===== src/rtl/regfile_pkg.sv =====
// regfile_pkg: shared defaults, register-count derivation and the busy-vector
// popcount helpers used to keep pend_cnt in step with the scoreboard.
package regfile_pkg;

   localparam int DATA_W_DEF = 32;
   localparam int ADDR_W_DEF = 4;

   // Widest address the popcount helpers cover; ADDR_W must not exceed it.
   localparam int MAX_ADDR_W = 8;
   localparam int MAX_REGS   = 2**MAX_ADDR_W;

   // Number of architectural registers for a given address width.
   function automatic int num_regs(input int addr_w);
      return 2**addr_w;
   endfunction

   // Busy bits that rose and fell across one edge.
   typedef struct packed {
      int n_set;
      int n_clr;
   } busy_delta_t;

   // Popcount of the 0->1 and 1->0 transitions between two busy vectors.
   function automatic busy_delta_t busy_delta(input logic [MAX_REGS-1:0] busy_q,
                                              input logic [MAX_REGS-1:0] busy_d);
      busy_delta_t d;
      d.n_set = 0;
      d.n_clr = 0;
      for (int i = 0; i < MAX_REGS; i++) begin
         d.n_set += int'(busy_d[i] & ~busy_q[i]);
         d.n_clr += int'(busy_q[i] & ~busy_d[i]);
      end
      return d;
   endfunction

   // Next pending count: current count plus rises minus falls. Because it
   // tracks real transitions of the busy vector it can never wrap.
   function automatic int pend_next(input int                  cnt,
                                    input logic [MAX_REGS-1:0] busy_q,
                                    input logic [MAX_REGS-1:0] busy_d);
      busy_delta_t d;
      d = busy_delta(busy_q, busy_d);
      return cnt + d.n_set - d.n_clr;
   endfunction

endpackage


===== src/rtl/regfile_scoreboard.sv =====
// regfile_scoreboard: per-register busy bits, pending-producer count and the
// sticky double-reserve flag. A reserve marks a register busy; any write to
// it clears the bit, except that a same-cycle reserve wins.
import regfile_pkg::*;

module regfile_scoreboard #(
   parameter  int ADDR_W   = ADDR_W_DEF,
   parameter  int CNT_W    = ADDR_W + 1,
   localparam int NUM_REGS = num_regs(ADDR_W)
) (
   input  logic                clk,
   input  logic                i_clr,
   input  logic                i_rsv_en,
   input  logic [ADDR_W-1:0]   i_rsv_addr,
   input  logic                i_we0,
   input  logic [ADDR_W-1:0]   i_wa0,
   input  logic                i_we1,
   input  logic [ADDR_W-1:0]   i_wa1,
   output logic [NUM_REGS-1:0] o_busy,
   output logic [CNT_W-1:0]    o_pend_cnt,
   output logic                o_err_dbl_rsv
);

   logic [NUM_REGS-1:0] r_busy;
   logic [CNT_W-1:0]    r_pend_cnt;
   logic                r_err_dbl_rsv;

   logic [NUM_REGS-1:0] w_set_mask;
   logic [NUM_REGS-1:0] w_clr_mask;
   logic [NUM_REGS-1:0] w_busy_nxt;
   logic                w_dbl_rsv;

   // Build the reserve/write masks and the next busy vector (reserve wins).
   always_comb begin
      // NOTE: every output of a combinational block gets a default first so no path leaves it unassigned and infers a latch.
      w_set_mask = '0;
      w_clr_mask = '0;
      if (i_rsv_en) w_set_mask[i_rsv_addr] = 1'b1;
      if (i_we0)    w_clr_mask[i_wa0]      = 1'b1;
      if (i_we1)    w_clr_mask[i_wa1]      = 1'b1;
      w_busy_nxt = (r_busy & ~w_clr_mask) | w_set_mask;
      w_dbl_rsv  = i_rsv_en && r_busy[i_rsv_addr] && !w_clr_mask[i_rsv_addr];
   end

   // Scoreboard state update with synchronous clear.
   always_ff @(posedge clk) begin
      // NOTE: non-blocking assignments so every flop samples pre-edge values regardless of statement order.
      if (i_clr) begin
         r_busy        <= '0;
         r_pend_cnt    <= '0;
         r_err_dbl_rsv <= 1'b0;
      end else begin
         r_busy     <= w_busy_nxt;
         r_pend_cnt <= CNT_W'(pend_next(int'(r_pend_cnt),
                                        MAX_REGS'(r_busy),
                                        MAX_REGS'(w_busy_nxt)));
         if (w_dbl_rsv) r_err_dbl_rsv <= 1'b1;
      end
   end

   assign o_busy        = r_busy;
   assign o_pend_cnt    = r_pend_cnt;
   assign o_err_dbl_rsv = r_err_dbl_rsv;

endmodule


===== src/rtl/regfile_sb.sv =====
// regfile_sb: 2-read / 2-write register file with a busy scoreboard for RAW
// hazard detection. Write port 1 has priority over port 0 on the same address.
// Optional macro REGFILE_BYPASS_EN adds combinational write-to-read forwarding;
// without it the read outputs reflect registered state only.
import regfile_pkg::*;

module regfile_sb #(
   parameter int DATA_W = DATA_W_DEF,
   parameter int ADDR_W = ADDR_W_DEF,
   parameter int CNT_W  = ADDR_W + 1
) (
   input  logic              clk,
   input  logic              clr,
   input  logic [ADDR_W-1:0] ra,
   input  logic [ADDR_W-1:0] rb,
   output logic [DATA_W-1:0] A,
   output logic [DATA_W-1:0] B,
   output logic              busy_a,
   output logic              busy_b,
   input  logic              we0,
   input  logic [ADDR_W-1:0] wa0,
   input  logic [DATA_W-1:0] wd0,
   input  logic              we1,
   input  logic [ADDR_W-1:0] wa1,
   input  logic [DATA_W-1:0] wd1,
   input  logic              rsv_en,
   input  logic [ADDR_W-1:0] rsv_addr,
   output logic [CNT_W-1:0]  pend_cnt,
   output logic              err_dbl_rsv
);

   localparam int NUM_REGS = num_regs(ADDR_W);

   logic [DATA_W-1:0]   r_mem [NUM_REGS];
   logic [NUM_REGS-1:0] w_busy;

   regfile_scoreboard #(
      .ADDR_W (ADDR_W),
      .CNT_W  (CNT_W)
   ) u_scoreboard (
      .clk           (clk),
      .i_clr         (clr),
      .i_rsv_en      (rsv_en),
      .i_rsv_addr    (rsv_addr),
      .i_we0         (we0),
      .i_wa0         (wa0),
      .i_we1         (we1),
      .i_wa1         (wa1),
      .o_busy        (w_busy),
      .o_pend_cnt    (pend_cnt),
      .o_err_dbl_rsv (err_dbl_rsv)
   );

   // Data array: clear on clr, else port 0 then port 1 so port 1 wins a tie.
   always_ff @(posedge clk) begin
      if (clr) begin
         // NOTE: the array is cleared on reset because reads after clr must return 0; this keeps it out of block RAM.
         for (int i = 0; i < NUM_REGS; i++) r_mem[i] <= '0;
      end else begin
         if (we0) r_mem[wa0] <= wd0;
         if (we1) r_mem[wa1] <= wd1;
      end
   end

`ifdef REGFILE_BYPASS_EN
   // Read muxes with same-cycle forwarding; everything reads 0 during clr.
   always_comb begin
      A      = '0;
      B      = '0;
      busy_a = 1'b0;
      busy_b = 1'b0;
      if (!clr) begin
         if (we1 && wa1 == ra)      A = wd1;
         else if (we0 && wa0 == ra) A = wd0;
         else                       A = r_mem[ra];
         if (we1 && wa1 == rb)      B = wd1;
         else if (we0 && wa0 == rb) B = wd0;
         else                       B = r_mem[rb];
         busy_a = w_busy[ra] && !((we0 && wa0 == ra) || (we1 && wa1 == ra));
         busy_b = w_busy[rb] && !((we0 && wa0 == rb) || (we1 && wa1 == rb));
      end
   end
`else
   // Read muxes from registered state only.
   always_comb begin
      A      = r_mem[ra];
      B      = r_mem[rb];
      busy_a = w_busy[ra];
      busy_b = w_busy[rb];
   end
`endif

endmodule

===== config.mk =====
export PLATFORM = sky130hd
export DESIGN_NAME = regfile_sb
export DESIGN_NICKNAME = d
export VERILOG_FILES = /design/src/rtl/regfile_pkg.sv /design/src/rtl/regfile_scoreboard.sv /design/src/rtl/regfile_sb.sv
export SDC_FILE = /design/constraint.sdc
export NUM_CORES = 1
export LEC_CHECK = 0
export BUFFER_PORTS_ARGS = -buffer_cell sky130_fd_sc_hd__buf_4
export CELL_PAD_IN_SITES_DETAIL_PLACEMENT = 0
export CELL_PAD_IN_SITES_GLOBAL_PLACEMENT = 1
export CORE_MARGIN = 3
export CORE_UTILIZATION = 40
export DETAILED_ROUTE_END_ITERATION = 6
export PLACE_DENSITY = 0.63
export SYNTH_ARGS = -nofsm -noshare
export SYNTH_HDL_FRONTEND = slang
export SYNTH_HIERARCHICAL = 1
export SYNTH_SLANG_ARGS = --single-unit
export TNS_END_PERCENT = 10

===== constraint.sdc =====
create_clock -name clk -period 7.5 [get_ports clk]
set_clock_uncertainty 0.15 [all_clocks]
set_input_delay 0.75 -clock clk [delete_from_list [all_inputs] [get_ports clk]]
set_output_delay 0.75 -clock clk [all_outputs]
set_load 0.01 [all_outputs]

After elaboration in Yosys (flattened, before gate mapping). Memories as Yosys holds them, arrays and structs flattened. Index checks and enable logic that the tools add are counted. Widths: inputs -> output; s select.

RAM bits: 512. Bits in read-only memories: 0. Latch bits: 0. Word-level logic and storage cells: 151. Memories: 1. Bits in registers: 22.

Memory list: r_mem (depth 16, width 32, read ports 2, clocked after memory_dff 0, write ports 16, RTL line regfile_sb.sv:34) `logic [DATA_W-1:0] r_mem [NUM_REGS];`.

Shifts and indexed selects: 0. Muxes and demuxes: 31. Bitwise logic cells: 68. Add/subtract/negate cells: 32. Equality and inequality tests: 0. Magnitude comparators: 8. Reductions and logical operators: 8. Multiply operators: 0. Divide/modulo/power cells: 0.

Operators by type and width (count): $and 1x5->5 (32); $not 1->5 (32); $add 5x5->5 (31); $mux 32 (2); $reduce_or 32->1 (2); $mux 16 (3); $or 16x16->16 (2); $lt 4x5->1 const B (5); $mux 1 (17); $and 16x16->16 (1); $bmux 1 s4 (4); $not 16->16 (1); $demux 1 s4 (3); $ge 4x1->1 const B (3); $mux 4 (2); $logic_and 1x1->1 (5); $sub 5x5->5 (1); $logic_not 1->1 (1).

Depth between registers and ports, before layout.
Word-level depth: 28. Depth in mapped cells: 21.

Hierarchy. The synthesis kept the hierarchy.

Modules (own cells, without submodules): regfile_sb (sequential area each 15374.7 um2, times used 1, area an instance 29144.2 um2, cells an instance 1927); regfile_scoreboard (sequential area each 440.4 um2, times used 1, area an instance 2436.1 um2, cells an instance 286).

Worst setup path after synthesis. Ideal clock, no wire load.

Path type: input -> register. Start point: input port rsv_addr[1]. End point: register u_scoreboard.r_pend_cnt[3] (netlist: u_scoreboard/o_pend_cnt[3]). Setup time: 0.128 ns. Buffers on the path: 2. Data required time: 7.222 ns. Setup slack: 1.530 ns. Arrival: 5.693 ns. Stages: 17. Cells stage by stage: buf_2 -> clkbuf_1 -> nand3_1 -> or3_1 -> fa_1 -> fa_1 -> inv_1 -> fa_1 -> fa_1 -> fa_1 -> inv_1 -> fa_1 -> inv_1 -> ha_1 -> fa_1 -> xnor2_1 -> nor2_1.

Word-level cells in the longest chain between the ends: 24. Elaborated cells on any way between the ends: 87. Classes of those cells: 32 x add/sub; 2 x order compare; 3 x mux; 49 x bitwise; 1 x reduce/logical.

Ends and longest elaborated chain: from (decl) (RTL line regfile_sb.sv:27) `input logic [ADDR_W-1:0] rsv_addr,`; $lt 4x5->1 (not written as such) / $ge 4x1->1 (equally long branches) (RTL line regfile_scoreboard.sv:38) `if (i_rsv_en) w_set_mask[i_rsv_addr] = 1'b1;`; $logic_and 1x1->1 (not written as such) (RTL line regfile_scoreboard.sv:38); $mux 1 (not written as such) (RTL line regfile_scoreboard.sv:38); $demux 1 s4 (*); $mux 16 (*) (RTL line regfile_scoreboard.sv:38); $or 16x16->16 (*) (RTL line regfile_scoreboard.sv:41) `w_busy_nxt = (r_busy & ~w_clr_mask) | w_set_mask;`; $and 1x5->5 / $not 1->5 (equally long branches) (RTL line regfile_pkg.sv:30, regfile_pkg.sv:31); $add 5x5->5 / $and 1x5->5 (equally long branches) (RTL line regfile_pkg.sv:30, regfile_pkg.sv:31); $add 5x5->5 (on tied branches) (14 in series) (RTL line regfile_pkg.sv:30, regfile_pkg.sv:31); $add 5x5->5 (on tied branches) (RTL line regfile_pkg.sv:43, regfile_pkg.sv:31); $sub 5x5->5 (*) (RTL line regfile_pkg.sv:43) `return cnt + d.n_set - d.n_clr;`; to (signal assigned) (RTL line regfile_scoreboard.sv:54) `r_pend_cnt <= CNT_W'(pend_next(int'(r_pend_cnt),`; to (decl) (RTL line regfile_scoreboard.sv:25) `logic [CNT_W-1:0] r_pend_cnt;`.

Mark *: on every way between the ends. The rest lies on a longest branch, timed or not. A chain may end at the register's enable or synchronous reset.

Worst setup path after layout.
Start point: input port wa0[0]. End point: register u_scoreboard.r_pend_cnt[3] (netlist: u_scoreboard/o_pend_cnt[3]).

Word-level cells in the longest chain between the ends: 28. Elaborated cells on any way between the ends: 91. Classes of those cells: 32 x add/sub; 2 x order compare; 4 x mux; 52 x bitwise; 1 x reduce/logical.

Ends and longest elaborated chain: from (decl) (RTL line regfile_sb.sv:21) `input logic [ADDR_W-1:0] wa0,`; $lt 4x5->1 (not written as such) / $ge 4x1->1 (equally long branches) (RTL line regfile_scoreboard.sv:39) `if (i_we0) w_clr_mask[i_wa0] = 1'b1;`; $logic_and 1x1->1 (not written as such) (RTL line regfile_scoreboard.sv:39); $mux 1 (not written as such) (RTL line regfile_scoreboard.sv:39); $demux 1 s4 (*); $mux 16 (*) (RTL line regfile_scoreboard.sv:39); $or 16x16->16 (no line); $mux 16 (*) (RTL line regfile_scoreboard.sv:40) `if (i_we1) w_clr_mask[i_wa1] = 1'b1;`; $not 16->16 (*) (RTL line regfile_scoreboard.sv:41); $and 16x16->16 (*) (RTL line regfile_scoreboard.sv:41); $or 16x16->16 (*) (RTL line regfile_scoreboard.sv:41); $and 1x5->5 / $not 1->5 (equally long branches) (RTL line regfile_pkg.sv:30, regfile_pkg.sv:31); $add 5x5->5 / $and 1x5->5 (equally long branches) (RTL line regfile_pkg.sv:30, regfile_pkg.sv:31); $add 5x5->5 (on tied branches) (14 in series) (RTL line regfile_pkg.sv:30, regfile_pkg.sv:31); $add 5x5->5 (on tied branches) (RTL line regfile_pkg.sv:43, regfile_pkg.sv:31); $sub 5x5->5 (*) (RTL line regfile_pkg.sv:43).

Marked as above.

==> flow_summary.toml <==
[final_layout]
multiInputGateArea_um2 = 14500
fin_util_pct = 45.5
num-fill-cells = 6884
area_growth_pct = 12.2
nNetsFinal = 2280
register_area_um2 = 15800
drive_above_1_share_pct = 28.8

[grt]
antenna_found_initial = 9
grt_pass1_vias = 23200
grt_use_total_pct = 28.9
busiest_layer = "met2"
grt.overflow.total = 0
grt_use_met1_pct = 37.5
grtUsageMet2_pct = 48.0
grt_max_degree = 88
grt_pass1_wl_mm = 170
grt_util_met3_pct = 6.16

[placement]
port_buffers = 160
globalplace.congestion = 0.819
dp_hpwl_mm = 63.4

[clocking]
cts_root_buffer = "clkbuf_16"
cts-resized-gates = 0
worstSkewPairLatency_ps = 640
cts_made_buffers = 60
ctsHoldBuffers = 0
clock_sinks = 534
htreeDepth = 2
clk_pin_slew_ps = 60
clockBufferDepth = 3
cts_setup_buffers = 0
cts_tree = "done"

[logic_synthesis]
synth_area_um2 = 31600
async_reset_ff_share_pct = 0
synth.most_common_cell = "edfxtp_1"
synth_area_leaders = "edfxtp_1, mux4_2, a22o_1"
synth_top_cell_area_share_pct = 48.7
synth_top_area_cell = "edfxtp_1"
ys_dominant_reg_cell = "edfxtp_1"
synth_cells = 2213
synth_seq_cells = 534
synth.avg_cell_area_um2 = 14.3
synth.distinct_cells = 57
ys_seq_area_share_pct = 50.1
yosys_warnings = 6
synth_nets = 2339
netlist_top_cells_count = "edfxtp_1, a22o_1, mux4_2, clkbuf_1, a22oi_1"
synth_edf_count = 512

[critical_path]
critical_path.endpoint_type = "flip-flop"
required_ps = 7850
worstPathCellList = "buf_4, or3b_1, or3_1, o311ai_0, and3_1, fa_1, fa_1, inv_1, fa_1, fa_1, fa_1, inv_1, fa_1, inv_1, ha_1, fa_1, xnor2_1, nor2_1"
crit_type = "input port to flip-flop"
cpPeakStageDelay_ps = 530
path_delay_family = "adder cells"
cp.arrival_ps = 6010
worst-r2r-cell-count = 16
rr_startpoint = "u_scoreboard/o_busy[10]$_SDFF_PP0_"
startpoint_type = "input port"
reg2reg_slack_ps = 2190
path_max_fanout = 17
slowest_stage = "fa_1"
path_buf_inv = 4
rr_endpoint = "u_scoreboard/o_pend_cnt[3]$_SDFF_PP0_"
path_common_cell = "fa_1"

[timing]
slew_violations = 0
finalSetupViolCount = 0
fin_hold_ws_ps = 328
max_freq_mhz = 177
finalHoldViolCount = 0
fin_setup_tns_ps = 0
min_period_ps = 5660
period_share_pct = 75.4
tightest_slew_ps = 1260
relSlewSlack_pct = 15.7
rsz0062_at_grt = "false"

[worst_hold_path]
worstHoldStart = "u_scoreboard/o_err_dbl_rsv$_SDFFE_PP0P_"
min_path_cells = 1
min_to = "u_scoreboard/o_err_dbl_rsv$_SDFFE_PP0P_"
hold_path_class = "flip-flop to flip-flop"

[detailed_routing]
avgViaCountPerCell = 6.96
wire_per_inst_um = 37.2
drtPass1Iterations = 5
drtIter0Drc = 2580
wl_mm = 121
vias = 22600
ant_nets = 0
drc = 0

[floorplan]
die_area_um2 = 82400
row_count = 102
design.portCount = 161
die_h_um = 287
floorplan.initialDensity_pct = 40.6
core_um2 = 77800
fp.dieW_um = 287

[pwr]
p_leak_nw = 12.1
fin_total_pwr_w = 0.00796
powerDensity_nw_per_um2 = 225
ir_worst_vdd_v = 0.000257

[status]
status = "completed"

[run]
drv_cap = 0
cells by family (layout without fill, tap and decap cells):
group,count (synthesis),after routing,synth area share [%]
and+or+nand+nor,267,267,4.33
AOI/OAI and AO/OA,706,706,19.0
other,0,5,0
adders and majority gates,37,37,2.13
buffers and inverters,389,381,4.98
muxes,271,271,19.2
DFF,534,534,50.1
xor gates and xnor gates,9,9,0.250
metrics by stage:
| step | cell area [um^2] | std cells | setup WS, ps |
|---|---|---|---|
| floorplan | 31600 | 2213 | 1530 |
| global placement | 33500 | 3132 | 1180 |
| detailed placement | 33500 | 3132 | 1200 |
| CTS | 35400 | 3245 | 1860 |
| global route | 35400 | 3250 | 1590 |
| finish | 35400 | 3250 | 1840 |
flip-flops by register name, summed over array words and instances, names as in the netlist:
name / flops
u_scoreboard/o_busy: 16
u_scoreboard/o_err_dbl_rsv: 1
r_mem: 512
u_scoreboard/o_pend_cnt: 5
layer usage:
layer | part of all wire (%) | up-vias
met5 | 0.047 | -
met4 | 4.1 | 6
met3 | 9.5 | 271
met2 | 48 | 1393
met1 | 38 | 11900
li1 | - | 9054
layout by cell type (no fill, tap or decap), types with 7 or more instances in the layout:
master	count
nand2b_1	9
fa_1	28
nor3_1	14
nor2_4	11
xnor2_1	7
dfxtp_1	22
and2_1	10
nand3_1	12
nor2_1	56
or3_2	15
a211oi_4	12
o31ai_1	8
a22o_1	504
clkbuf_1	12
a21oi_1	17
a22oi_1	140
edfxtp_1	512
clkbuf_16	60
or3_1	9
buf_4	219
nand2_1	79
clkinv_2	8
mux4_2	268
inv_1	44
ha_1	9
clkinv_1	21
worst max path at each step:
| stage | from | depth (start not counted) | end |
|---|---|---|---|
| 2_1_floorplan | rsv_addr[1] | 17 | u_scoreboard/o_pend_cnt[3]$_SDFF_PP0_ |
| 3_3_place_gp | wa0[0] | 18 | u_scoreboard/o_pend_cnt[3]$_SDFF_PP0_ |
| 3_5_place_dp | wa0[0] | 18 | u_scoreboard/o_pend_cnt[3]$_SDFF_PP0_ |
| 4_1_cts | wa0[0] | 18 | u_scoreboard/o_pend_cnt[3]$_SDFF_PP0_ |
| 5_1_grt | wa0[0] | 18 | u_scoreboard/o_pend_cnt[3]$_SDFF_PP0_ |
| 6_report | wa0[0] | 18 | u_scoreboard/o_pend_cnt[3]$_SDFF_PP0_ |
where the power goes:
group	switching (W)	leakage (nW)	internal [W]
clock	0.00129	0.930	0.00167
sequential	0.0000996	5.08	0.00348
combinational	0.000796	6.06	0.000627
worst register-to-register path, cell delays in order (launching register included):
cell	delay [ps]
dfxtp_1	520
o221ai_1	210
o21a_1	170
and2_1	190
fa_1	530
fa_1	570
inv_1	50
fa_1	460
fa_1	400
fa_1	510
inv_1	50
fa_1	470
inv_1	40
ha_1	200
fa_1	440
xnor2_1	170
nor2_1	50
layout make-up:
| cell class | count | share of cell area [%] |
|---|---|---|
| timing repair buffer | 224 | 4.84 |
| tap | 1040 | 3.67 |
| multi-input combinational | 1290 | 40.9 |
| antenna | 5 | 0.0353 |
| clock inverter | 41 | 1.10 |
| inverter | 44 | 0.466 |
| sequential | 534 | 44.6 |
| clock buffer | 72 | 4.36 |
No activity file was read; power rests on OpenSTA's default activity.
